`config.mk`:
```
export PLATFORM = sky130hd
export DESIGN_NAME = load_store_unit_flat
export DESIGN_NICKNAME = d
export VERILOG_FILES = /design/src/rtl/lsu_pkg.sv /design/src/rtl/load_store_unit_if.sv /design/src/rtl/lsu_align.sv /design/src/rtl/load_store_unit.sv /design/src/flat_wrapper.sv
export SDC_FILE = /design/constraint.sdc
export NUM_CORES = 1
export LEC_CHECK = 0
export ABC_AREA = 1
export CAP_MARGIN = 30
export CORE_MARGIN = 3
export CORE_UTILIZATION = 50
export CTS_CLUSTER_DIAMETER = 80
export DETAILED_ROUTE_END_ITERATION = 6
export GPL_TIMING_DRIVEN = 0
export PLACE_DENSITY = 0.81
export SETUP_SLACK_MARGIN = 0.05
export SLEW_MARGIN = 20
export SYNTH_ARGS = -nofsm -noshare
export SYNTH_HDL_FRONTEND = slang
export SYNTH_SLANG_ARGS = --single-unit
```
`constraint.sdc`:
```
create_clock -name clock -period 4.8 [get_ports clock]
set_input_delay 0.72 -clock clock [delete_from_list [all_inputs] [get_ports clock]]
set_output_delay 0.72 -clock clock [all_outputs]
set_load 0.02 [all_outputs]
```
`src/rtl/lsu_pkg.sv`:
```
// Shared types and RV32I width codes for the load/store unit.
package lsu_pkg;

    typedef enum logic [1:0] {
        IDLE  = 2'd0,
        READ  = 2'd1,
        WRITE = 2'd2,
        DONE  = 2'd3
    } lsu_state_e;

    // Funct3 width codes (loads and stores share B/H/W encodings)
    localparam logic [2:0] F3_B  = 3'b000;
    localparam logic [2:0] F3_H  = 3'b001;
    localparam logic [2:0] F3_W  = 3'b010;
    localparam logic [2:0] F3_BU = 3'b100;
    localparam logic [2:0] F3_HU = 3'b101;

    // A request is rejected without touching RAM when its width code is not
    // legal for its direction, or its address is not naturally aligned.
    function automatic logic req_illegal(input logic       is_store,
                                         input logic [2:0] funct3,
                                         input logic [1:0] addr_lo);
        logic bad;
        if (is_store)
            bad = !(funct3 inside {F3_B, F3_H, F3_W});
        else
            bad = !(funct3 inside {F3_B, F3_H, F3_W, F3_BU, F3_HU});
        case (funct3)
            F3_H, F3_HU: if (addr_lo[0]) bad = 1'b1;
            F3_W:        if (addr_lo != 2'b00) bad = 1'b1;
            default:     ;
        endcase
        return bad;
    endfunction

endpackage

```
`src/rtl/load_store_unit_if.sv`:
```
// Core-side request/response and RAM-side bus of the load/store unit.
interface load_store_unit_if #(
    parameter int dataW       = 32,
    parameter int RAMAddrSize = 32
);
    // core side
    logic                   Start;
    logic                   IsStore;
    logic [2:0]             Funct3;
    logic [RAMAddrSize-1:0] Addr;
    logic [dataW-1:0]       StoreData;
    logic                   Busy;
    logic                   Done;
    logic                   Error;
    logic [dataW-1:0]       LoadData;
    // RAM side
    logic [RAMAddrSize-1:0] RAMAddr;
    logic [dataW-1:0]       RAMDataOut;
    logic                   RAMWriteControl;
    logic [dataW-1:0]       RAMIn;

    // the load/store unit itself
    modport slave (
        input  Start, IsStore, Funct3, Addr, StoreData, RAMIn,
        output Busy, Done, Error, LoadData, RAMAddr, RAMDataOut, RAMWriteControl
    );

    // the environment: core plus RAM
    modport master (
        output Start, IsStore, Funct3, Addr, StoreData, RAMIn,
        input  Busy, Done, Error, LoadData, RAMAddr, RAMDataOut, RAMWriteControl
    );
endinterface

```
`src/rtl/lsu_align.sv`:
```
// Little-endian lane extract/extend for loads and lane merge for sub-word stores.
module lsu_align
    import lsu_pkg::*;
#(
    parameter int dataW = 32
) (
    input  logic [2:0]       funct3,
    input  logic [1:0]       addr_lo,
    input  logic [dataW-1:0] rdata,
    input  logic [dataW-1:0] wdata,
    output logic [dataW-1:0] load_val,
    output logic [dataW-1:0] merged
);
    logic [7:0]  byte_lane;
    logic [15:0] half_lane;

    // byte lane k lives at bits [8k+7:8k]; half lane chosen by addr_lo[1]
    assign byte_lane = rdata[{addr_lo, 3'b000} +: 8];
    assign half_lane = rdata[{addr_lo[1], 4'b0000} +: 16];

    // extend the selected lane to a full word
    always_comb begin
        load_val = rdata;
        case (funct3)
            F3_B:    load_val = {{(dataW-8){byte_lane[7]}}, byte_lane};
            F3_BU:   load_val = {{(dataW-8){1'b0}}, byte_lane};
            F3_H:    load_val = {{(dataW-16){half_lane[15]}}, half_lane};
            F3_HU:   load_val = {{(dataW-16){1'b0}}, half_lane};
            default: load_val = rdata;
        endcase
    end

    // overwrite only the addressed lane; the rest stays as read
    always_comb begin
        merged = rdata;
        case (funct3)
            F3_B:    merged[{addr_lo, 3'b000} +: 8]     = wdata[7:0];
            F3_H:    merged[{addr_lo[1], 4'b0000} +: 16] = wdata[15:0];
            default: merged = wdata;
        endcase
    end

endmodule

```
`src/rtl/load_store_unit.sv`:
```
// Load/store unit: byte/half/word loads and stores against a word-wide RAM,
// sub-word stores done as read-modify-write.
module load_store_unit
    import lsu_pkg::*;
#(
    parameter int dataW       = 32,
    parameter int RAMAddrSize = 32
) (
    input  logic               clock,
    input  logic               reset,
    load_store_unit_if.slave   lsu
);
    lsu_state_e             state;
    logic                   is_store_q;
    logic [2:0]             funct3_q;
    logic [1:0]             addr_lo_q;
    logic [dataW-1:0]       store_data_q;

    logic                   busy_q;
    logic                   done_q;
    logic                   error_q;
    logic                   we_q;
    logic [dataW-1:0]       load_data_q;
    logic [dataW-1:0]       wdata_q;
    logic [RAMAddrSize-1:0] ram_addr_q;

    logic                   req_bad;
    logic [RAMAddrSize-1:0] word_addr_in;
    logic [dataW-1:0]       load_val;
    logic [dataW-1:0]       merged;

    assign req_bad      = req_illegal(lsu.IsStore, lsu.Funct3, lsu.Addr[1:0]);
    assign word_addr_in = {lsu.Addr[RAMAddrSize-1:2], 2'b00};

    lsu_align #(.dataW(dataW)) u_align (
        .funct3   (funct3_q),
        .addr_lo  (addr_lo_q),
        .rdata    (lsu.RAMIn),
        .wdata    (store_data_q),
        .load_val (load_val),
        .merged   (merged)
    );

    // request sequencer; every output is a register updated with the state
    always_ff @(posedge clock or posedge reset) begin
        if (reset) begin
            state        <= IDLE;
            is_store_q   <= 1'b0;
            funct3_q     <= '0;
            addr_lo_q    <= '0;
            store_data_q <= '0;
            busy_q       <= 1'b0;
            done_q       <= 1'b0;
            error_q      <= 1'b0;
            we_q         <= 1'b0;
            load_data_q  <= '0;
            wdata_q      <= '0;
            ram_addr_q   <= '0;
        end else begin
            case (state)
                IDLE: begin
                    if (lsu.Start) begin
                        is_store_q   <= lsu.IsStore;
                        funct3_q     <= lsu.Funct3;
                        addr_lo_q    <= lsu.Addr[1:0];
                        store_data_q <= lsu.StoreData;
                        busy_q       <= 1'b1;
                        if (req_bad) begin
                            // reject straight away, RAM never addressed
                            state   <= DONE;
                            done_q  <= 1'b1;
                            error_q <= 1'b1;
                        end else if (!lsu.IsStore || lsu.Funct3 != F3_W) begin
                            // loads and sub-word stores both read first
                            state      <= READ;
                            ram_addr_q <= word_addr_in;
                        end else begin
                            // full-word store needs no read
                            state      <= WRITE;
                            ram_addr_q <= word_addr_in;
                            wdata_q    <= lsu.StoreData;
                            we_q       <= 1'b1;
                        end
                    end
                end
                READ: begin
                    if (is_store_q) begin
                        state   <= WRITE;
                        wdata_q <= merged;
                        we_q    <= 1'b1;
                    end else begin
                        state       <= DONE;
                        load_data_q <= load_val;
                        ram_addr_q  <= '0;
                        done_q      <= 1'b1;
                    end
                end
                WRITE: begin
                    state      <= DONE;
                    we_q       <= 1'b0;
                    ram_addr_q <= '0;
                    done_q     <= 1'b1;
                end
                DONE: begin
                    state   <= IDLE;
                    busy_q  <= 1'b0;
                    done_q  <= 1'b0;
                    error_q <= 1'b0;
                end
                default: state <= IDLE;
            endcase
        end
    end

    assign lsu.Busy            = busy_q;
    assign lsu.Done            = done_q;
    assign lsu.Error           = error_q;
    assign lsu.LoadData        = load_data_q;
    assign lsu.RAMAddr         = ram_addr_q;
    assign lsu.RAMDataOut      = wdata_q;
    assign lsu.RAMWriteControl = we_q;

endmodule

```
`src/flat_wrapper.sv`:
```
// flat-port wrapper written by rule: the top's interface ports become plain ports
module load_store_unit_flat import lsu_pkg::*;
#(
    parameter int dataW       = 32,
    parameter int RAMAddrSize = 32
)
  (clock, reset, lsu_Start, lsu_IsStore, lsu_Funct3, lsu_Addr, lsu_StoreData, lsu_RAMIn, lsu_Busy, lsu_Done, lsu_Error, lsu_LoadData, lsu_RAMAddr, lsu_RAMDataOut, lsu_RAMWriteControl);
  load_store_unit_if #(.dataW(dataW), .RAMAddrSize(RAMAddrSize)) lsu_i ();
  input  logic clock;
  input  logic reset;
  input wire logic [$bits(lsu_i.Start)-1:0] lsu_Start;
  input wire logic [$bits(lsu_i.IsStore)-1:0] lsu_IsStore;
  input wire logic [$bits(lsu_i.Funct3)-1:0] lsu_Funct3;
  input wire logic [$bits(lsu_i.Addr)-1:0] lsu_Addr;
  input wire logic [$bits(lsu_i.StoreData)-1:0] lsu_StoreData;
  input wire logic [$bits(lsu_i.RAMIn)-1:0] lsu_RAMIn;
  output wire logic [$bits(lsu_i.Busy)-1:0] lsu_Busy;
  output wire logic [$bits(lsu_i.Done)-1:0] lsu_Done;
  output wire logic [$bits(lsu_i.Error)-1:0] lsu_Error;
  output wire logic [$bits(lsu_i.LoadData)-1:0] lsu_LoadData;
  output wire logic [$bits(lsu_i.RAMAddr)-1:0] lsu_RAMAddr;
  output wire logic [$bits(lsu_i.RAMDataOut)-1:0] lsu_RAMDataOut;
  output wire logic [$bits(lsu_i.RAMWriteControl)-1:0] lsu_RAMWriteControl;
  assign lsu_i.Start = lsu_Start;
  assign lsu_i.IsStore = lsu_IsStore;
  assign lsu_i.Funct3 = lsu_Funct3;
  assign lsu_i.Addr = lsu_Addr;
  assign lsu_i.StoreData = lsu_StoreData;
  assign lsu_i.RAMIn = lsu_RAMIn;
  assign lsu_Busy = lsu_i.Busy;
  assign lsu_Done = lsu_i.Done;
  assign lsu_Error = lsu_i.Error;
  assign lsu_LoadData = lsu_i.LoadData;
  assign lsu_RAMAddr = lsu_i.RAMAddr;
  assign lsu_RAMDataOut = lsu_i.RAMDataOut;
  assign lsu_RAMWriteControl = lsu_i.RAMWriteControl;
  load_store_unit #(.dataW(dataW), .RAMAddrSize(RAMAddrSize)) u_core (.clock(clock), .reset(reset), .lsu(lsu_i));
endmodule
```
# == After elaboration in Yosys (flattened, before gate mapping) ==
# Cells that the tools add are included.
# Widths: inputs -> output; s select.
# totals
reg_bits,140
latchBits,0
mem_bits_rw,0
romBits,0
output_inout_bits,100
mem_count,0
# classes
addsub,2
n_mul,0
div_mod_pow,0
magnitude_cmp,0
eq_ne,17
n_shift,6
mux,34
bitwise,1
reduce_logical,22
# ops
cell,n
$mux 32,7
$pmux 32 s2,2
$pmux 32 s4,1
$pmux 32 s3,1
$bwmux 32,2
$shift 16x7->32 const A,1
$shift 8x7->32 const A,1
$shiftx 16x7->32,1
$shiftx 32x6->16,1
$shiftx 32x6->8,1
$shiftx 8x7->32,1
$neg 5->7,2
$eq 3x3->1 const B,4
$mux 1,12
$reduce_and 5->1,2
$ne 2x2->1 const B,4
$pmux 2 s4,1
$eq 3x1->1 const B,2
$logic_not 3->1,2
$mux 2,3
$pmux 1 s2,3
$reduce_and 2->1,3
$reduce_and 3->1,2
$reduce_bool 2->1,3
15 further kinds,20

# == Logic depth before layout (Yosys ltp) ==
# depth
word_depth,9
mapped_depth,14
ltp_nobuf,11

# == By module ==
# Synthesis repeated with hierarchy kept, for this count alone.
# hier_totals
cells_unflattened,1178
hier_area_um2,8528.2
# modules_own_cells
module,n_inst,cells_per_inst,area_per_inst_um2,seq_area_each_um2
load_store_unit,1,634,6064.6,3453.3
lsu_align,1,544,2463.6,0.0

# == Least setup slack after synthesis ==
# OpenSTA, ideal clock, no wires.
# synth_path
path_kind,register to register
start,register u_core.addr_lo_q[1]
end,"register u_core.wdata_q[24], in the netlist u_core.lsu.RAMDataOut[24]"
setup_time_ps,65
arrival_time_ps,1799
t_required_ps,4735
slack_ps,2936
stages_incl_launch_ff,13
path_buffers,3
path_cell_list,dfrtp_1 buf_2 inv_2 buf_2 ha_1 buf_2 inv_1 nand4_1 a21oi_1 nor2_1 nor2_1 nand2_1 nand2_1
# synth_between
elab_chain_cells,6
elab_cells_between_ends,11
cone_classes,add/sub (2); shift (4); mux (5)
# synth_rtl
item,line,text
"start, declared",load_store_unit.sv:16,logic [1:0] addr_lo_q;
"start signal, assigned",load_store_unit.sv:65,addr_lo_q <= lsu.Addr[1:0];
$neg 5->7 (on tied branches),"lsu_align.sv:38, lsu_align.sv:37",
$shiftx 16x7->32 (tied with other cells),lsu_align.sv:38,"F3_H: merged[{addr_lo[1], 4'b0000} +: 16] = wdata[15:0];"
$bwmux 32 (on tied branches),"lsu_align.sv:38, lsu_align.sv:37",
$pmux 32 s2 (*),lsu_align.sv:36,case (funct3)
$mux 32 (*),load_store_unit.sv:87,if (is_store_q) begin
$pmux 32 s2 (*),load_store_unit.sv:60,case (state)
"end signal, assigned",load_store_unit.sv:81,wdata_q <= lsu.StoreData;
"end signal, assigned",load_store_unit.sv:89,wdata_q <= merged;
"end, declared",load_store_unit.sv:24,logic [dataW-1:0] wdata_q;
# Every way passes the cells marked *; elsewhere a longest branch is shown, timed or not. The select of a mux whose other input is x is not followed.
# A chain may end at the register's enable or synchronous reset.

# == Worst setup path in the final report ==
# layout_path
start,register u_core.addr_lo_q[1]
end,"register u_core.wdata_q[27], in the netlist u_core.lsu.RAMDataOut[27]"
# Same word-level chain as after synthesis.

==> qor.csv <==
metric;value;unit
grt_pass1_vias;8882;
clock_path_buffers;2;
num_rows;46;
cts_tree;yes;
fillers;1363;
min_path_cells;2;
fmax;384;MHz
multi_input_area;0.00392;sq mm
clockRootBuffer;clkbuf_16;
min_path_type;flip-flop to flip-flop;
combPwrFrac;60.7;%
synth.distinct_cells;27;
drt_wl_total;31100;um
synth.most_common_cell;nand2_1;
finalPower;8.77;mW
intPower;4.42;mW
die-area;0.0180;sq mm
final_antenna_net_count;0;
synth_cells;1206;
die_w;134;um
firstDrtPassIters;7;
synth_area_leaders;dfrtp_1 (42%), nand2_1 (20%), nor2_1 (6.0%);
dp.cells;1624;
swShare;49.6;%
min_period;2.60;ns
hpwl;23500;um
cts_made_buffers;17;
violations;design-rule violations;
critPathRequiredTime;5.18;ns
syn2layout_area_growth;35.3;%
grt_max_degree;77;
drive_above_1_share;7.36;%
tightest_slew;0.673;ns
synth_common_cells;nand2_1 (440), dfrtp_1 (138), nor2_1 (130), inv_1 (94), o21ai_0 (92);
end_kind;flip-flop;
switching_power;4.35;mW
holdCritStartpoint;u_core.lsu.RAMDataOut[4];
power.density;791;mW/mm^2
gp_congestion;1.03;
htreeDepth;4;
cp.arrival;2.98;ns
hold_buffers;0;
r2r_cells;12;
initial_core_util;51.4;%
ir_worst_vdd;0.457;mV
fin_worst_skew;0.0137;ns
clk_pin_slew;0.07;ns
synthFlopType;dfrtp_1;
syn_area_per_cell;6.80;sq um
worstSetupStartpoint;u_core.addr_lo_q[1];
drv_slew;0;
seqPwrFrac;24.1;%
p_leak;5.38;nW
vias;9078;
netlist_area;0.00820;sq mm
diodes;0;
grt_first_pass_wirelength;48400;um
antenna_found_initial;0;
ys_seq_area_share;42.1;%
async_flop_share;100;%
critPathMaxFanout;12;
die_h;134;um
final-seq-area;0.00345;sq mm
grt_overflow_total;0;
ys.warnings.count;0;
cts.sinks;138;
status;finished, violations left;
finalCritPeriodShare;54.2;%
hold_viol_final;0;
nets;1539;
core;0.0159;sq mm
r2r-end;u_core.lsu.RAMDataOut[27];
rsz0062_at_grt;false;
setup_viol;0;
drc_errors;4;
cts_resized;0;
crit_type;flip-flop to flip-flop;
synth-edff-count;0;
drtIter0Drc;1087;
clock_latency;0.44;ns
wl_per_cell;18.8;um
ios;203;
start_kind;flip-flop;
synth_top_area_cell;dfrtp_1;
reg2reg_from;u_core.addr_lo_q[1];
rrSetupSlack;2.20;ns
synth-seq-cells;138;
via_per_inst;5.48;
grt_use_total;34.9;%
slew-limit-headroom;55.1;%
pwr-share-clk;15.2;%
whs_endpoint;u_core.lsu.RAMDataOut[4];
maxCapViolCount;0;
synth_top_area_share;42.1;%
io_buffer_count;200;
fin_cells;1656;
post-cts-setup-buffers;0;
[power by group through the flow]
stage / clock network [mW] / logic (mW) / registers, mW
5_1_grt: 1.39 / 5.83 / 2.17
2_1_floorplan: 0 / 2.89 / 2.49
3_5_place_dp: 0 / 5.23 / 2.11
6_report: 1.33 / 5.32 / 2.11
4_1_cts: 1.34 / 5.26 / 2.10
3_3_place_gp: 0 / 5.12 / 2.10
[per-stage QoR]
step                TNS [ns]  hold slack (ns)  setup slack (ns)  util, %  cell area [sq um]
CTS                        0            0.482              2.25     69.6              11100
finish                     0            0.476              2.20     69.6              11100
detailed placement         0            0.462              2.20     65.9              10500
global placement     -216.73            0.462             -1.58     65.7              10500
global route               0            0.491              2.08     69.6              11100
floorplan                  0            0.449             0.384        -               8200
[state kept, by name (all words and copies together) (netlist names)]
| name | cells |
|---|---|
| u_core.lsu.LoadData | 32 |
| u_core.lsu.RAMDataOut | 32 |
| u_core.store_data_q | 32 |
| u_core.lsu.RAMAddr | 30 |
| u_core.funct3_q | 3 |
| u_core.addr_lo_q | 2 |
| u_core.state | 2 |
| u_core.is_store_q | 1 |
| u_core.lsu.Busy | 1 |
| u_core.lsu.Done | 1 |
| u_core.lsu.Error | 1 |
| u_core.lsu.RAMWriteControl | 1 |
[worst max-delay path by stage]
stage / endpoint / slack, ns
floorplan: u_core.addr_lo_q[0] / 0.38
global route: u_core.lsu.RAMDataOut[27] / 2.08
finish: u_core.lsu.RAMDataOut[27] / 2.20
global placement: u_core.lsu.LoadData[1] / -1.58
CTS: u_core.lsu.RAMDataOut[27] / 2.25
detailed placement: u_core.lsu.RAMDataOut[21] / 2.20
[worst max-delay path, stage by stage (launching register included)]
cell	delay [ns]
dfrtp_1	0.43
buf_2	0.18
inv_2	0.11
buf_2	0.30
ha_1	0.30
buf_2	0.20
inv_1	0.21
nand4_1	0.11
a21oi_1	0.34
nor2_1	0.10
nor2_1	0.10
nand2_1	0.09
nand2_1	0.08
[metal layers]
layer  vias up  track usage, %  wire length, um
li1       4275               -                -
met1      4179            45.6            12300
met2       538            57.0            14500
met3        86            9.15             3360
met4         0            11.5              944
met5         -               0                0
[area by class of cell]
cell class	instances	share of cell area, %
Sequential cell	138	31.1
Clock buffer	17	3.84
Tap cell	216	2.44
Timing Repair Buffer	201	18.3
Clock inverter	15	1.43
Inverter	101	3.49
Buffer	77	4.04
Multi-Input combinational cell	891	35.3
[kinds of logic (layout without fill, tap and decap cells)]
kind of cell / after synthesis / in the layout / synth area share [%]
buffers and inverters: 178 / 411 / 10.1
AOI/OAI and AO/OA: 197 / 197 / 12.6
other: 1 / 2 / 0.0458
and+or+nand+nor: 683 / 683 / 33.8
adders and majority gates: 9 / 9 / 1.37
DFF: 138 / 138 / 42.1
[layout by cell type (no fill, tap or decap), drive strengths merged]
cell,count
clkbuf,36
inv,108
nor2,134
o22ai,29
dfrtp,138
o21ai,131
clkinvlp,4
clkinv,3
clkdlybuf4s50,200
nand3,88
a21oi,33
buf,59
ha,9
o211ai,2
a31oi,1
nand2,443
bufinv,1
nand3b,1
conb,2
o2111ai,1
nand4,17
Power figures use the tool's default switching activity.
